`src/rtl/sram_loader_pkg.sv`:
```
`default_nettype none
// ============================================================================
// Module   : sram_loader_pkg
// Brief    : Shared types and constants for the SRAM program loader/player.
// Revision : 1.0 - initial release
// ============================================================================
package sram_loader_pkg;

    localparam int c_ADDR_W = 18;
    localparam logic [c_ADDR_W-1:0] c_ADDR_MAX = '1;

    // Instruction word layout: note in the low nibble, octave just above it.
    localparam int c_NOTE_LSB = 0;
    localparam int c_NOTE_W   = 4;
    localparam int c_OCT_LSB  = 4;
    localparam int c_OCT_W    = 2;

    typedef logic [c_ADDR_W-1:0] sram_addr_t;

    typedef enum logic [2:0] {
        IDLE     = 3'd0,
        SETUP    = 3'd1,
        PULSE    = 3'd2,
        HOLD     = 3'd3,
        FINISHED = 3'd4
    } loader_state_t;

    function automatic logic [c_NOTE_W-1:0] instr_note(input logic [15:0] word);
        return word[c_NOTE_LSB +: c_NOTE_W];
    endfunction

    function automatic logic [c_OCT_W-1:0] instr_octave(input logic [15:0] word);
        return word[c_OCT_LSB +: c_OCT_W];
    endfunction

endpackage
`default_nettype wire

```
`src/rtl/sram_loader_write_timer.sv`:
```
`default_nettype none
// ============================================================================
// Module   : sram_write_timer
// Brief    : Down-counter timing the SRAM write-enable low pulse.
// Revision : 1.0 - initial release
// ============================================================================
module sram_write_timer #(
    parameter int WE_CYCLES = 2
) (
    input  logic CLK,
    input  logic RST,
    input  logic i_load,
    output logic o_expired
);

    localparam logic [3:0] c_LOAD_VAL = 4'(WE_CYCLES - 1);

    logic [3:0] r_cnt;

    // Loaded on the edge that enters the pulse; expired marks its final cycle.
    always_ff @(posedge CLK) begin
        if (RST) begin
            r_cnt <= 4'd0;
        end else if (i_load) begin
            r_cnt <= c_LOAD_VAL;
        end else if (r_cnt != 4'd0) begin
            r_cnt <= r_cnt - 4'd1;
        end
    end

    assign o_expired = (r_cnt == 4'd0);

endmodule
`default_nettype wire

```
`src/rtl/sram_loader.sv`:
```
`default_nettype none
// ============================================================================
// Module   : sram_loader
// Brief    : Streams instruction words into an asynchronous SRAM, one word
//            per SETUP/PULSE/HOLD write cycle, with sticky DONE/OVERFLOW.
// Revision : 1.0 - initial release
// ============================================================================
module sram_loader
    import sram_loader_pkg::*;
#(
    parameter logic [c_ADDR_W-1:0] BASE_ADDR = '0,
    parameter int                  WE_CYCLES = 2
) (
    input  logic                CLK,
    input  logic                RST,
    input  logic                IN_VALID,
    output logic                IN_READY,
    input  logic [15:0]         IN_DATA,
    input  logic                IN_LAST,
    output logic [c_ADDR_W-1:0] SRAM_A,
    output logic [15:0]         SRAM_DQ_OUT,
    output logic                SRAM_DQ_EN,
    output logic                SRAM_WE,
    output logic                SRAM_CE,
    output logic                SRAM_OE,
    output logic                SRAM_LB,
    output logic                SRAM_UB,
    output logic                BUSY,
    output logic                DONE,
    output logic                OVERFLOW,
    output logic [c_ADDR_W-1:0] WORD_COUNT
);

    loader_state_t r_state;
    sram_addr_t    r_addr;
    sram_addr_t    r_word_count;
    logic [15:0]   r_dq_out;
    logic          r_last;
    logic          r_dq_en;
    logic          r_we;
    logic          r_done;
    logic          r_overflow;

    logic w_in_ready;
    logic w_accept;
    logic w_pulse_done;

    assign w_in_ready = (r_state == IDLE) && !r_done && !r_overflow;
    assign w_accept   = IN_VALID && w_in_ready;

    sram_write_timer #(
        .WE_CYCLES (WE_CYCLES)
    ) u_timer (
        .CLK       (CLK),
        .RST       (RST),
        .i_load    (r_state == SETUP),
        .o_expired (w_pulse_done)
    );

    always_ff @(posedge CLK) begin
        if (RST) begin
            r_state      <= IDLE;
            r_addr       <= BASE_ADDR;
            r_word_count <= '0;
            r_dq_out     <= 16'd0;
            r_last       <= 1'b0;
            r_dq_en      <= 1'b0;
            r_we         <= 1'b1;
            r_done       <= 1'b0;
            r_overflow   <= 1'b0;
        end else begin
            case (r_state)
                IDLE: begin
                    if (w_accept) begin
                        r_dq_out <= IN_DATA;
                        r_last   <= IN_LAST;
                        r_dq_en  <= 1'b1;
                        r_state  <= SETUP;
                    end
                end
                SETUP: begin
                    r_we    <= 1'b0;
                    r_state <= PULSE;
                end
                PULSE: begin
                    if (w_pulse_done) begin
                        r_we    <= 1'b1;
                        r_state <= HOLD;
                    end
                end
                HOLD: begin
                    r_word_count <= r_word_count + 1'b1;
                    r_dq_en      <= 1'b0;
                    r_dq_out     <= 16'd0;
                    // The top address is never incremented past, so it cannot wrap.
                    if (r_addr != c_ADDR_MAX) begin
                        r_addr <= r_addr + 1'b1;
                    end
                    if (r_last) begin
                        r_done  <= 1'b1;
                        r_state <= FINISHED;
                    end else if (r_addr == c_ADDR_MAX) begin
                        r_overflow <= 1'b1;
                        r_state    <= FINISHED;
                    end else begin
                        r_state <= IDLE;
                    end
                end
                FINISHED: begin
                    r_state <= FINISHED;
                end
                default: begin
                    r_state <= IDLE;
                end
            endcase
        end
    end

    assign IN_READY    = w_in_ready;
    assign SRAM_A      = r_addr;
    assign SRAM_DQ_OUT = r_dq_out;
    assign SRAM_DQ_EN  = r_dq_en;
    assign SRAM_WE     = r_we;
    assign SRAM_OE     = r_dq_en;
    assign SRAM_CE     = 1'b0;
    assign SRAM_LB     = 1'b0;
    assign SRAM_UB     = 1'b0;
    assign BUSY        = r_dq_en;
    assign DONE        = r_done;
    assign OVERFLOW    = r_overflow;
    assign WORD_COUNT  = r_word_count;

endmodule
`default_nettype wire

```
`config.mk`:
```
export PLATFORM = sky130hd
export DESIGN_NAME = sram_loader
export DESIGN_NICKNAME = d
export VERILOG_FILES = /design/src/rtl/sram_loader_pkg.sv /design/src/rtl/sram_loader_write_timer.sv /design/src/rtl/sram_loader.sv
export SDC_FILE = /design/constraint.sdc
export NUM_CORES = 1
export LEC_CHECK = 0
export CELL_PAD_IN_SITES_DETAIL_PLACEMENT = 0
export CELL_PAD_IN_SITES_GLOBAL_PLACEMENT = 1
export CORE_MARGIN = 2
export CORE_UTILIZATION = 37
export DETAILED_ROUTE_END_ITERATION = 8
export PLACE_DENSITY = 0.9
export RECOVER_POWER = 25
export SLEW_MARGIN = 10
export SYNTH_ARGS = -nofsm -noshare
export SYNTH_HDL_FRONTEND = slang
export SYNTH_SLANG_ARGS = --single-unit
```
`constraint.sdc`:
```
create_clock -name CLK -period 3.5 [get_ports CLK]
set_input_delay 0.35 -clock CLK [delete_from_list [all_inputs] [get_ports CLK]]
set_output_delay 0.35 -clock CLK [all_outputs]
set_load 0.02 [all_outputs]
```
* Word-level counts from Yosys, hierarchy flattened
Cells that the tools add are included.
Storage, ports and cells: input port bits 20, bits in registers 64
Operators by class: mux-type cells 13, equal/unequal tests 8, bitwise operators 1, $add $sub $neg 3, reductions and logical operators 19
Operators by type and width (number):
- 18-bit by 1-bit adder with 18-bit output, second input constant | 2
- 16-bit one-hot mux with 2 select lines | 1
- 18-bit equality test, second input constant | 1
- 18-bit != test, second input constant | 1
- 16-bit 2-to-1 mux | 1
- 3-bit one-hot mux with 5 select lines | 1
- 3-bit 2-to-1 mux | 4
- 2-bit AND reduction | 6
- 3-bit by 2-bit equality test with 1-bit output, second input constant | 2
- 2-bit nonzero test | 3
- 4-bit logical NOT | 1
- 1-bit 2-to-1 mux | 4
- 1-bit one-hot mux with 2 select lines | 2
- 4-bit nonzero test | 1
- 4-bit by 1-bit subtractor with 4-bit output, second input constant | 1
- 3-bit by 1-bit equality test with 1-bit output, second input constant | 1
- 3-bit equality test, second input constant | 1
- 1-bit logical AND | 3
- 3-bit logical NOT | 1
- 3-bit AND reduction | 1
- 1-bit logical NOT | 2
- 2-bit by 1-bit != test with 1-bit output, second input constant | 1
- 2-bit != test, second input constant | 1
- 2-bit OR reduction | 1
- 1-bit inverter | 1

* Logic depth before layout (Yosys ltp)
Gate-level depths: netlist of run 1.
depth in word-level cells 6, gate-level depth with buffers 8

* Hierarchy
A second synthesis of run 1 with hierarchy kept.
Second synthesis, totals: cells, all modules 326, area total of the unflattened synthesis 2830.2 sq um
Modules (own cells, without submodules):
- sram_loader | cells each 306, times used 1, area each 2627.5 sq um
- sram_write_timer | cells each 20, times used 1, area each 202.7 sq um

* Worst setup path before layout of run 1
No wires, ideal clock.
path kind register -> register, start register r_addr[0], in the netlist SRAM_A[0], end register r_addr[4], in the netlist SRAM_A[4], period minus slack after synthesis 1.977 ns, setup time 0.121 ns, setup slack 1.523 ns, cell stages (with the launch flop) 7, buffers on the path 0, arrival time 1.856 ns, cell sequence dfxtp_1 > ha_1 > nand4_2 > nor4_4 > a21oi_2 > and3_1 > mux2_4
On the way: word-level cells in the longest chain between the ends 2, elaborated cells between the ends (all ways) 3
RTL lines:
- from (decl) | RTL line sram_loader.sv:35 | sram_addr_t r_addr;
- from (signal assigned) | RTL line sram_loader.sv:97 | r_addr <= r_addr + 1'b1;
- branches (longest 2 deep; another with 18-bit by 1-bit adder with 18-bit output)
Several ways; the timed one is not identified. A chain may end at the register's enable or synchronous reset.

==> flow_summary.json, run 1 <==
{
  "ys_seq_area_share_pct": 45.0,
  "clk_pin_slew_ns": 0.07,
  "yosysWarningCount": 0,
  "synth_cell_types": 45,
  "antenna_left": 0,
  "final_area_um2": 3800,
  "cts_tree": "yes",
  "cts_buffer_depth": 2,
  "num_rows": 31,
  "status": "finished with violations",
  "drtIter0Drc": 61,
  "insertedDiodeCount": 0,
  "r2r-start": "r_state[0]$_SDFFE_PP0P_",
  "num_vias": 2472,
  "synth-seq-cells": 64,
  "leakage_nw": 1.42,
  "cp.arrival_ns": 2.69,
  "io_buffers": 78,
  "cts_buffers": 9,
  "finalHoldViolCount": 0,
  "grt-ovfl-total": 0,
  "totalNegativeSetupSlack_ns": 0,
  "initial_utilization_pct": 38.6,
  "wl_met3_um": 353,
  "core_um2": 7370,
  "vias_per_cell": 4.91,
  "postCtsSetupBuffers": 0,
  "period_share_pct": 69.5,
  "syn-instance-count": 327,
  "r2r_end": "WORD_COUNT[16]$_SDFFE_PP0P_",
  "cts_root_buffer": "clkbuf_8",
  "drt-total-wl_mm": 6.62,
  "r2r_cells": 5,
  "p_per_area_nw_per_um2": 448,
  "synth.avg_cell_area_um2": 8.70,
  "endpoint": "SRAM_WE$_SDFFE_PP1P_",
  "max_slew.worst_pin.slew_ns": 2.15,
  "clock.fmax_ghz": 0.411,
  "fin_hold_ws_ns": 0.466,
  "r2r_slack_ns": 1.46,
  "critical_path_required_ns": 3.76,
  "die_area_um2": 8410,
  "crit_type": "input pin to flip-flop",
  "layout_common_cells": "dfxtp_1, clkdlybuf4s50_1, nor2_1",
  "layout-drive-gt1-share_pct": 6.93,
  "clkSinkCount": 64,
  "max_slew_margin_pct": -43.6,
  "synth.cell_area_um2": 2850,
  "grt_pass1_wl_mm": 11.3,
  "setup-violations-final": 0,
  "place_congestion": 0.793,
  "firstDrtPassIters": 4,
  "top_layer": "met4",
  "ctsResizeCount": 0,
  "avgRoutedWirePerCell_um": 13.2,
  "dpl_cell_area_um2": 3640,
  "violations": "capacitance limit, slew limit",
  "cp-end-kind": "flip-flop",
  "hold_class": "flip-flop to flip-flop",
  "cts_max_level": 3,
  "cts_hold_buffers": 0,
  "groute.usage.overall_pct": 16.6,
  "layout_commonest_cell": "dfxtp_1",
  "rsz0062_at_grt": "false",
  "startpoint_type": "input pin",
  "skew_ns": 0.0100,
  "antenna_found_initial": 0,
  "area_growth_pct": 33.6,
  "place_hpwl_mm": 4.62,
  "die_x_um": 91.7,
  "maxCapViolations": 1,
  "drc": 0,
  "first_global_vias": 2337,
  "cp-startpoint": "RST",
  "crit_path_max_fanout": 50,
  "wl_met1_mm": 3.13,
  "io_pins": 82,
  "maxSlewViolCount": 51,
  "die_y_um": 91.7,
  "wl_met2_mm": 3.01,
  "final_nets": 422,
  "insertion_delay_ns": 0.34,
  "grt_max_degree": 51,
  "period_minus_slack_ns": 2.43,
  "ir_drop_v": 0.000249
}
synth_stat cells (all sizes together):
cell type	count	area share [%]
a211oi	1	0.26
a21boi	1	0.26
a21oi	28	5.2
a31o	1	0.31
a31oi	1	0.22
and2	4	0.88
and3	8	1.8
and3b	1	0.31
and4	2	0.62
and4bb	1	0.44
buf	12	3.2
clkbuf	9	1.2
conb	1	0.13
dfxtp	64	45
ha	3	1.3
inv	5	0.66
mux2	3	1.3
mux2i	1	0.35
nand2	33	4.4
nand2b	1	0.22
nand3	29	5.5
nand3b	1	0.26
nand4	9	2.4
nor2	44	5.8
nor2b	3	0.66
nor3	10	1.8
nor3b	2	0.53
nor4	7	2.7
o2111ai	2	0.62
o211ai	1	0.26
o21ai	3	0.53
or2	1	0.22
or3	1	0.22
xnor2	17	5.2
xor2	17	5.2
flip-flops by register name (all words and copies together), names as in the netlist:
register / flops
SRAM_A: 18
WORD_COUNT: 18
SRAM_DQ_OUT: 16
u_timer.r_cnt: 4
r_state: 3
BUSY: 1
DONE: 1
OVERFLOW: 1
SRAM_WE: 1
r_last: 1
cell families (layout without fill, tap and decap cells):
family | after synthesis | count (layout) | synth area share, %
adders and majority gates | 3 | 3 | 1.32
muxes | 4 | 4 | 1.67
xor gates and xnor gates | 34 | 34 | 10.5
other | 1 | 3 | 0.132
and+or+nand+nor | 157 | 157 | 28.7
DFF | 64 | 64 | 45.0
AOI/OAI and AO/OA | 38 | 38 | 7.65
buffers and inverters | 26 | 101 | 5.01
worst min-delay path by stage:
stage | from | to | slack [ns] | depth (start not counted)
after floorplan | r_last$_SDFFE_PP0P_ | r_last$_SDFFE_PP0P_ | 0.46 | 2
after global placement | SRAM_DQ_OUT[1]$_SDFFE_PP0P_ | SRAM_DQ_OUT[1]$_SDFFE_PP0P_ | 0.45 | 2
after detailed placement | SRAM_DQ_OUT[6]$_SDFFE_PP0P_ | SRAM_DQ_OUT[6]$_SDFFE_PP0P_ | 0.46 | 2
after CTS | SRAM_DQ_OUT[6]$_SDFFE_PP0P_ | SRAM_DQ_OUT[6]$_SDFFE_PP0P_ | 0.47 | 2
after global routing | SRAM_DQ_OUT[5]$_SDFFE_PP0P_ | SRAM_DQ_OUT[5]$_SDFFE_PP0P_ | 0.49 | 2
final | SRAM_DQ_OUT[5]$_SDFFE_PP0P_ | SRAM_DQ_OUT[5]$_SDFFE_PP0P_ | 0.47 | 2
critical path: stages:
cell and delay (ns):
clkbuf_1 1.51, clkbuf_1 0.61, a21oi_1 0.10, o21ai_0 0.10
per-stage QoR:
stage | utilization [%] | instances | power, mW | setup WS (ns)
6_report | 51.6 | 503 | 1.70 | 1.07
5_1_grt | 51.6 | 503 | 1.80 | 0.762
4_1_cts | 51.7 | 503 | 1.74 | 1.24
3_5_place_dp | 49.5 | 487 | 1.19 | 1.48
3_3_place_gp | 49.5 | 487 | 1.18 | 1.56
2_1_floorplan | - | 329 | 1.08 | 1.52
area by class of cell:
class	instances	area, µm²
clock buffer	10	128
clock inverter	6	36.3
tap	99	124
multi-input combinational	239	1430
sequential	64	1280
fill	706	3570
timing repair buffer	80	786
inverter	5	18.8
report_power, final:
part / switching [mW] / internal, mW
combinational: 0.195 / 0.151
clock: 0.288 / 0.253
sequential: 0.0392 / 0.778
routing by layer:
layer	global-route usage, %	vias to the layer above
li1	-	1255
met1	22.2	1143
met2	25.4	63
met3	4.11	11
met4	7.21	0
met5	0	-
Power figures use the tool's default switching activity.
==> run 2: changes to the inputs <==
--- a/config.mk
+++ b/config.mk
@@ -8,9 +8,9 @@
 export CELL_PAD_IN_SITES_DETAIL_PLACEMENT = 0
 export CELL_PAD_IN_SITES_GLOBAL_PLACEMENT = 1
 export CORE_MARGIN = 2
-export CORE_UTILIZATION = 37
+export CORE_UTILIZATION = 31
 export DETAILED_ROUTE_END_ITERATION = 8
-export PLACE_DENSITY = 0.9
+export PLACE_DENSITY = 0.81
 export RECOVER_POWER = 25
 export SLEW_MARGIN = 10
 export SYNTH_ARGS = -nofsm -noshare
==> constraint.sdc (replaced) <==
create_clock -name CLK -period 2.2 [get_ports CLK]
set_input_delay 0.22 -clock CLK [delete_from_list [all_inputs] [get_ports CLK]]
set_output_delay 0.22 -clock CLK [all_outputs]
set_load 0.02 [all_outputs]
==> run 2 against run 1 <==
The flow now finishes without violations. Sequential power grew 59%. Critical endpoint is now SRAM_A[7]$_SDFFE_PP0P_. Power is 81% higher. Register-to-register slack got worse by 1.3 ns. Highest routed layer unchanged. Hold slack worse by 0.11 ns. Clock-buffer cell count shrank 1. Flip-flop and latch count is the same.
==> flow_summary.json, run 2 (same netlist as run 1, synthesis figures left out) <==
{
  "status": "finished clean",
  "clkSinkCount": 64,
  "die_x_um": 99.8,
  "layout-drive-gt1-share_pct": 8.54,
  "cp-end-kind": "flip-flop",
  "instances_no_fill": 518,
  "grt_pass1_wl_mm": 10.8,
  "first_global_vias": 2282,
  "num_rows": 34,
  "dp.cells": 502,
  "cts_buffer_depth": 2,
  "ir_drop_v": 0.000427,
  "finalHoldViolCount": 0,
  "groute.usage.overall_pct": 13.5,
  "seq_power_share_pct": 42.0,
  "cts_root_buffer": "clkbuf_8",
  "pwr-share-clk_pct": 39.7,
  "ctsResizeCount": 0,
  "place_hpwl_mm": 4.78,
  "crit_path_max_fanout": 6,
  "p_sw_mw": 0.847,
  "drtIter0Drc": 76,
  "cts_tree": "yes",
  "antenna_left": 0,
  "pwr-share-comb_pct": 18.3,
  "cts_buffers": 9,
  "fin_hold_ws_ns": 0.352,
  "cts_max_level": 3,
  "rsz0062_at_grt": "false",
  "final_nets": 428,
  "clk_pin_slew_ns": 0.07,
  "period_share_pct": 91.0,
  "io_buffers": 78,
  "grt-ovfl-total": 0,
  "crit_type": "flip-flop to flip-flop",
  "avgRoutedWirePerCell_um": 12.9,
  "clock.fmax_ghz": 0.500,
  "place_congestion": 0.796,
  "switching_share_pct": 27.4,
  "setup-violations-final": 0,
  "cts_hold_buffers": 0,
  "insertedDiodeCount": 0,
  "final_area_um2": 3940,
  "initial_utilization_pct": 32.3,
  "die_y_um": 99.8,
  "area_growth_pct": 38.4,
  "drc": 0,
  "totalNegativeSetupSlack_ns": 0,
  "core_um2": 8810,
  "maxCapViolations": 0,
  "firstDrtPassIters": 4,
  "cp.arrival_ns": 2.23,
  "fillerInstances": 862,
  "die_area_um2": 9970,
  "insertion_delay_ns": 0.34,
  "p_per_area_nw_per_um2": 784,
  "period_minus_slack_ns": 2.00,
  "grt_max_degree": 32,
  "max_slew.worst_pin.slew_ns": 0.606,
  "postCtsSetupBuffers": 0,
  "hold_class": "input pin to flip-flop",
  "critical_path_required_ns": 2.42,
  "maxSlewViolCount": 0,
  "startpoint_type": "flip-flop",
  "layout_common_cells": "dfxtp_1, clkdlybuf4s50_1, nor2_1",
  "leakage_nw": 1.48,
  "max_slew_margin_pct": 59.5,
  "vias_per_cell": 4.78,
  "dpl_cell_area_um2": 3700,
  "internal_power_mw": 2.24,
  "antenna_found_initial": 0,
  "drt-total-wl_mm": 6.71,
  "io_pins": 82,
  "layout_commonest_cell": "dfxtp_1",
  "num_vias": 2476,
  "skew_ns": 0.0129
}
[run 2: power groups by stage]
stage / Clock [mW] / Sequential (mW) / Combinational (mW)
after global routing: 1.30 / 1.31 / 0.632
after global placement: 0 / 1.32 / 0.590
after detailed placement: 0 / 1.33 / 0.599
after CTS: 1.26 / 1.30 / 0.601
after floorplan: 0 / 1.36 / 0.353
final: 1.23 / 1.30 / 0.565
[run 2: through the flow]
stage | worst slack, ns | power (mW) | utilization (%)
2_1_floorplan | 0.223 | 1.71 | -
3_3_place_gp | 0.286 | 1.91 | 42.0
3_5_place_dp | 0.220 | 1.93 | 42.0
4_1_cts | 0.0544 | 3.16 | 44.8
5_1_grt | 0.0905 | 3.25 | 44.7
6_report | 0.198 | 3.09 | 44.7
[run 2: path summary, 6_finish.rpt]
path / endpoint / cells after the start / slack [ns] / from
hold / removal: SRAM_A[9]$_SDFFE_PP0P_ / 2 / 0.35 / RST
hold reg to reg: SRAM_DQ_OUT[11]$_SDFFE_PP0P_ / 2 / 0.46 / SRAM_DQ_OUT[11]$_SDFFE_PP0P_
setup / recovery: SRAM_A[7]$_SDFFE_PP0P_ / 6 / 0.20 / SRAM_A[0]$_SDFFE_PP0P_
setup reg to reg: SRAM_A[7]$_SDFFE_PP0P_ / 6 / 0.20 / SRAM_A[0]$_SDFFE_PP0P_
[run 2: metal layers]
layer,vias to the layer above,wire (µm),track usage (%)
met1,1148,3100,17.3
met5,-,0,0
li1,1269,-,-
met4,0,49,3.90
met2,51,3190,21.4
met3,8,360,4.94
[run 2: critical path, cell delays in order, from the launching register on]
cell and delay [ns]:
dfxtp_1 0.39, ha_1 0.21, nand4_2 0.21, nor4_4 0.44, a21oi_2 0.18, nand4_1 0.14, mux2_1 0.32
[run 2: layout make-up]
class                           count  area, µm²  area share (%)
Clock buffer                        9        124            3.14
Clock inverter                      7        120            3.05
Inverter                            5       18.8           0.476
Multi-Input combinational cell    239       1430            36.3
Sequential cell                    64       1280            32.5
Tap cell                          108        135            3.43
Timing Repair Buffer               86        831            21.1
